<file path="src/rtl/phys_free_list.sv">
// Rename-stage physical tag allocator: circular free list, up to two grants per cycle, one release per retire.
// Grants are combinational from registered state; all-or-nothing with alloc_stall when short, flush rewinds head to commit_head.
module phys_free_list #(
    parameter int PHY_REGS  = 64,
    parameter int ARCH_REGS = 32,
    parameter int PHY_WIDTH = $clog2(PHY_REGS),
    parameter int FL_DEPTH  = PHY_REGS - ARCH_REGS,
    parameter int PTR_W     = $clog2(FL_DEPTH) + 1
) (
    input  logic                 clk,
    input  logic                 rst,
    input  logic                 flush,
    input  logic [1:0]           alloc_req,
    output logic [1:0]           alloc_valid,
    output logic [PHY_WIDTH-1:0] alloc_phy_0,
    output logic [PHY_WIDTH-1:0] alloc_phy_1,
    output logic                 alloc_stall,
    input  logic                 retire_valid,
    input  logic [PHY_WIDTH-1:0] rd_phy_old_commit,
    output logic [PTR_W-1:0]     free_count,
    output logic                 overflow_err
);

    localparam int IDX_W = PTR_W - 1;

    logic [PHY_WIDTH-1:0] r_fl [FL_DEPTH];
    logic [PTR_W-1:0]     r_head;
    logic [PTR_W-1:0]     r_tail;
    logic [PTR_W-1:0]     r_commit_head;
    logic                 r_overflow_err;

    logic [PTR_W-1:0]     w_free_count;
    logic [PTR_W-1:0]     w_n;
    logic [PTR_W-1:0]     w_head_p1;
    logic [PTR_W-1:0]     w_commit_next;
    logic [IDX_W-1:0]     w_head_idx;
    logic [IDX_W-1:0]     w_head1_idx;
    logic [IDX_W-1:0]     w_tail_idx;
    logic                 w_full;
    logic                 w_grant;
    logic                 w_rel;

    assign w_free_count = r_tail - r_head;
    assign w_full       = (w_free_count == PTR_W'(FL_DEPTH));
    assign w_n          = PTR_W'(alloc_req[0]) + PTR_W'(alloc_req[1]);
    // Same-cycle releases are deliberately not bypassed into the grant decision.
    assign w_grant      = !flush && (w_free_count >= w_n);

    assign w_head_p1    = r_head + PTR_W'(1);
    assign w_head_idx   = r_head[IDX_W-1:0];
    assign w_head1_idx  = w_head_p1[IDX_W-1:0];
    assign w_tail_idx   = r_tail[IDX_W-1:0];

    assign w_rel         = retire_valid && !w_full;
    assign w_commit_next = retire_valid ? (r_commit_head + PTR_W'(1)) : r_commit_head;

    assign alloc_valid  = w_grant ? alloc_req : 2'b00;
    assign alloc_stall  = !w_grant && (alloc_req != 2'b00);
    assign alloc_phy_0  = r_fl[w_head_idx];
    // Lanes pack in order: lane 1 takes the first free tag when lane 0 is idle.
    assign alloc_phy_1  = alloc_req[0] ? r_fl[w_head1_idx] : r_fl[w_head_idx];
    assign free_count   = w_free_count;
    assign overflow_err = r_overflow_err;

    always_ff @(posedge clk) begin
        if (rst) begin
            for (int i = 0; i < FL_DEPTH; i++) begin
                r_fl[i] <= PHY_WIDTH'(ARCH_REGS + i);
            end
        end else if (w_rel) begin
            r_fl[w_tail_idx] <= rd_phy_old_commit;
        end
    end

    always_ff @(posedge clk) begin
        if (rst) begin
            r_tail         <= PTR_W'(FL_DEPTH);
            r_commit_head  <= '0;
            r_overflow_err <= 1'b0;
        end else begin
            r_commit_head <= w_commit_next;
            if (w_rel) begin
                r_tail <= r_tail + PTR_W'(1);
            end
            if (retire_valid && w_full) begin
                r_overflow_err <= 1'b1;
            end
        end
    end

    always_ff @(posedge clk) begin
        if (rst) begin
            r_head <= '0;
        end else if (flush) begin
            r_head <= w_commit_next;
        end else if (w_grant) begin
            r_head <= r_head + w_n;
        end
    end

endmodule

</file>
<file path="config.mk">
export PLATFORM = sky130hd
export DESIGN_NAME = phys_free_list
export DESIGN_NICKNAME = d
export VERILOG_FILES = /design/src/rtl/phys_free_list.sv
export SDC_FILE = /design/constraint.sdc
export NUM_CORES = 1
export LEC_CHECK = 0
export ABC_AREA = 1
export BUFFER_PORTS_ARGS = -buffer_cell sky130_fd_sc_hd__buf_2
export CORE_AREA = 2 2 149 166
export CTS_CLUSTER_SIZE = 20
export DETAILED_ROUTE_END_ITERATION = 8
export DIE_AREA = 0 0 151 168
export PLACE_DENSITY = 0.71
export SYNTH_ARGS = -nofsm -noshare
export SYNTH_HDL_FRONTEND = slang
export SYNTH_SLANG_ARGS = --single-unit
</file>
<file path="constraint.sdc">
create_clock -name clk -period 6 [get_ports clk]
set_clock_uncertainty 0.05 [all_clocks]
set_input_delay 1.2 -clock clk [delete_from_list [all_inputs] [get_ports clk]]
set_output_delay 1.2 -clock clk [all_outputs]
set_load 0.01 [all_outputs]
</file>
==> flow_summary.ini <==
[power]
leakagePower_uw = 0.00508
peakVddDrop_mv = 0.213
powerDensity_mw_per_mm2 = 312

[cts]
cts_setup_buffers = 0
cts.sinks = 216
insertion_delay_ns = 0.52
cts_hold_buf = 0
clkTransAtPathRegs_ns = 0.06
clk_path_buf_depth = 3
root_buffer = clkbuf_16
cts_max_level = 1
cts_tree = yes
ctsResizeCount = 0
cts_buffers = 23

[routing]
viasPerCell = 6.31
postRouteAntennaNets = 0
drcViolationCount = 0
routed_wl_mm = 40.4
first_pass_iters = 6
drtIter0Drc = 1461
routedWlPerCell_um = 21.8
via_count = 11710

[synthesis]
syn_inst = 1580
yosysSeqAreaShare_pct = 48.6
synth_top_area_share_pct = 44.8
synthDistinctLibCells = 36
synth_area_leaders = edfxtp_1, nand3_1, nand2_1
syn_area_per_cell_um2 = 8.14
synth_nets = 1611
synth_seq_cells = 216
syn_area_mm2 = 0.0129
yosysWarnings = 0
synth_area_leader_cell = edfxtp_1

[finish]
area_growth_pct = 6.22
final_common_cell = nand3_1
multiInputGateArea_mm2 = 0.00562
layout.area.seq_mm2 = 0.00625
fin_nets = 1560
antenna-diode-count = 0
num-fill-cells = 2191
final_util_pct = 57.2
drive_above_1_share_pct = 7.31
final_cell_mix = nand3_1, nand2_1, edfxtp_1, nor2_1, o21ai_0

[worst_setup_path]
reg2reg_slack_ns = 1.68
cp_common_cell = nand3_1
crit_chain = ha_2 > buf_4 > o21ai_0 > o211ai_1 > nand3_1 > nand3_1 > nand3_1 > nand2_1 > buf_2
crit_required_ns = 4.75
reg2reg_from = r_head[0]
startpoint = r_head[0]
cp.arrival_ns = 3.72
path_class = reg -> out
worstPathMaxFanout = 83
crit_slowest_cell = dfxtp_4
cpPeakStageDelay_ns = 0.90
cp-start-kind = flip-flop
end_kind = output port

[flow_run]
cap_violations = 0

[floorplan]
rows = 60
io_pins = 34
die_h_um = 168
start_util_pct = 53.9
die_w_um = 151
die-area_mm2 = 0.0254
core_area_mm2 = 0.0239

[timing]
min_period_ns = 4.97
rsz0062_at_grt = no
period_share_pct = 82.9
hold_viol_final = 0
worstMarginPinSlew_ns = 1.01
max_slew_margin_pct = 32.8
setup_violations = 0
final.setup.tns_ns = 0
fmax_mhz = 201
slew_viol_final = 0

[placement]
gp_congestion = 0.962
port_buffers = 33
hpwl_mm = 25.5

[worst_hold_path]
hp-class = reg -> reg
worstHoldStart = overflow_err

[grt]
grt_pass1_wl_mm = 61.1
grt_max_degree = 84
antenna_found_initial = 0
grt_overflow = 0
grt_pass1_vias = 10829
grt.total_usage_pct = 31.6

[outcome]
status = finished, final reports clean
[per-layer routing]
metal | vias up | GRT usage, % | part of all wire (%)
met4 | 0 | 15.1 | 5.3
met1 | 5431 | 43.1 | 39
met3 | 144 | 5.83 | 11
li1 | 5397 | - | -
met5 | - | 0 | 0
met2 | 738 | 48.7 | 45
[area by class of cell]
| cell class | instances | area share (%) |
|---|---|---|
| Sequential cell | 216 | 45.8 |
| Multi-Input combinational cell | 1126 | 41.1 |
| Clock buffer | 32 | 4.46 |
| Inverter | 112 | 3.08 |
| Tap cell | 310 | 2.84 |
| Timing Repair Buffer | 50 | 2.14 |
| Clock inverter | 9 | 0.541 |
[worst paths after layout]
| path | cells after the start | endpoint |
|---|---|---|
| max | 9 | alloc_phy_1[4] |
| min | 2 | overflow_err |
| max reg2reg | 12 | r_fl[6][1] |
| min reg2reg | 2 | overflow_err |
[synth_stat cells]
cell type	number
edfxtp_1	192
xor2_1	9
dfxtp_1	24
nand3_1	290
nand3_4	1
a21oi_1	102
buf_6	8
xnor2_1	4
ha_1	17
buf_2	29
buf_4	1
clkinv_1	2
o21a_1	3
o21ai_0	118
nand3_2	3
nand2_2	1
inv_1	106
clkbuf_2	1
o21ai_1	7
nand2_1	263
inv_2	4
o211ai_1	59
mux2i_1	1
fa_1	2
nor2_2	2
nor2_8	1
nor3_1	2
clkbuf_1	69
buf_1	18
nor2_1	191
nand4_1	37
or2_2	1
nand2_4	1
nand3b_1	1
xnor2_2	1
nand4_2	9
[cell families (layout without fill, tap and decap cells)]
family                     after synthesis  count (layout)  share of synthesized area (%)
and+or+nand+nor                        803             803                           28.2
AOI/OAI and AO/OA                      289             289                           12.5
buffers and inverters                  238             203                           7.74
DFF                                    216             216                           48.6
adders and majority gates               19              19                           1.97
xor gates and xnor gates                14              14                           1.01
muxes                                    1               1                         0.0779
[worst max-delay path, delay by kind of cell (launching register included)]
kind	cells	cell delay, ns
AO/OA/AOI/OAI	2	0.39
adder cells (fa/ha/maj)	1	0.65
buffers and inverters	2	0.69
flip-flops	1	0.90
AND/OR/NAND/NOR	4	0.53
[power breakdown]
group	switching (uW)	total, uW	internal, uW
clock	589	1340	752
sequential	76.9	1750	1670
combinational	835	1170	334
total	1500	4260	2760
[registers in the layout (all words and copies together), names as in the netlist, named ones only]
name,flops
r_fl,192
r_commit_head,6
r_head,6
r_tail,6
overflow_err,1
[per-stage QoR]
| stage | setup WS (ns) | instances | hold slack (ns) | area (um^2) | power [uW] |
|---|---|---|---|---|---|
| 4_1_cts | 1.14 | 1855 | 0.406 | 13700 | 4220 |
| 5_1_grt | 0.904 | 1855 | 0.439 | 13700 | 4420 |
| 3_5_place_dp | 1.44 | 1814 | 0.397 | 13000 | 2910 |
| 2_1_floorplan | 2.10 | 1580 | 0.401 | 12900 | 2570 |
| 3_3_place_gp | 1.50 | 1814 | 0.386 | 13000 | 2900 |
| 6_report | 1.03 | 1855 | 0.399 | 13700 | 4260 |
(Power assumes the default switching activity.)
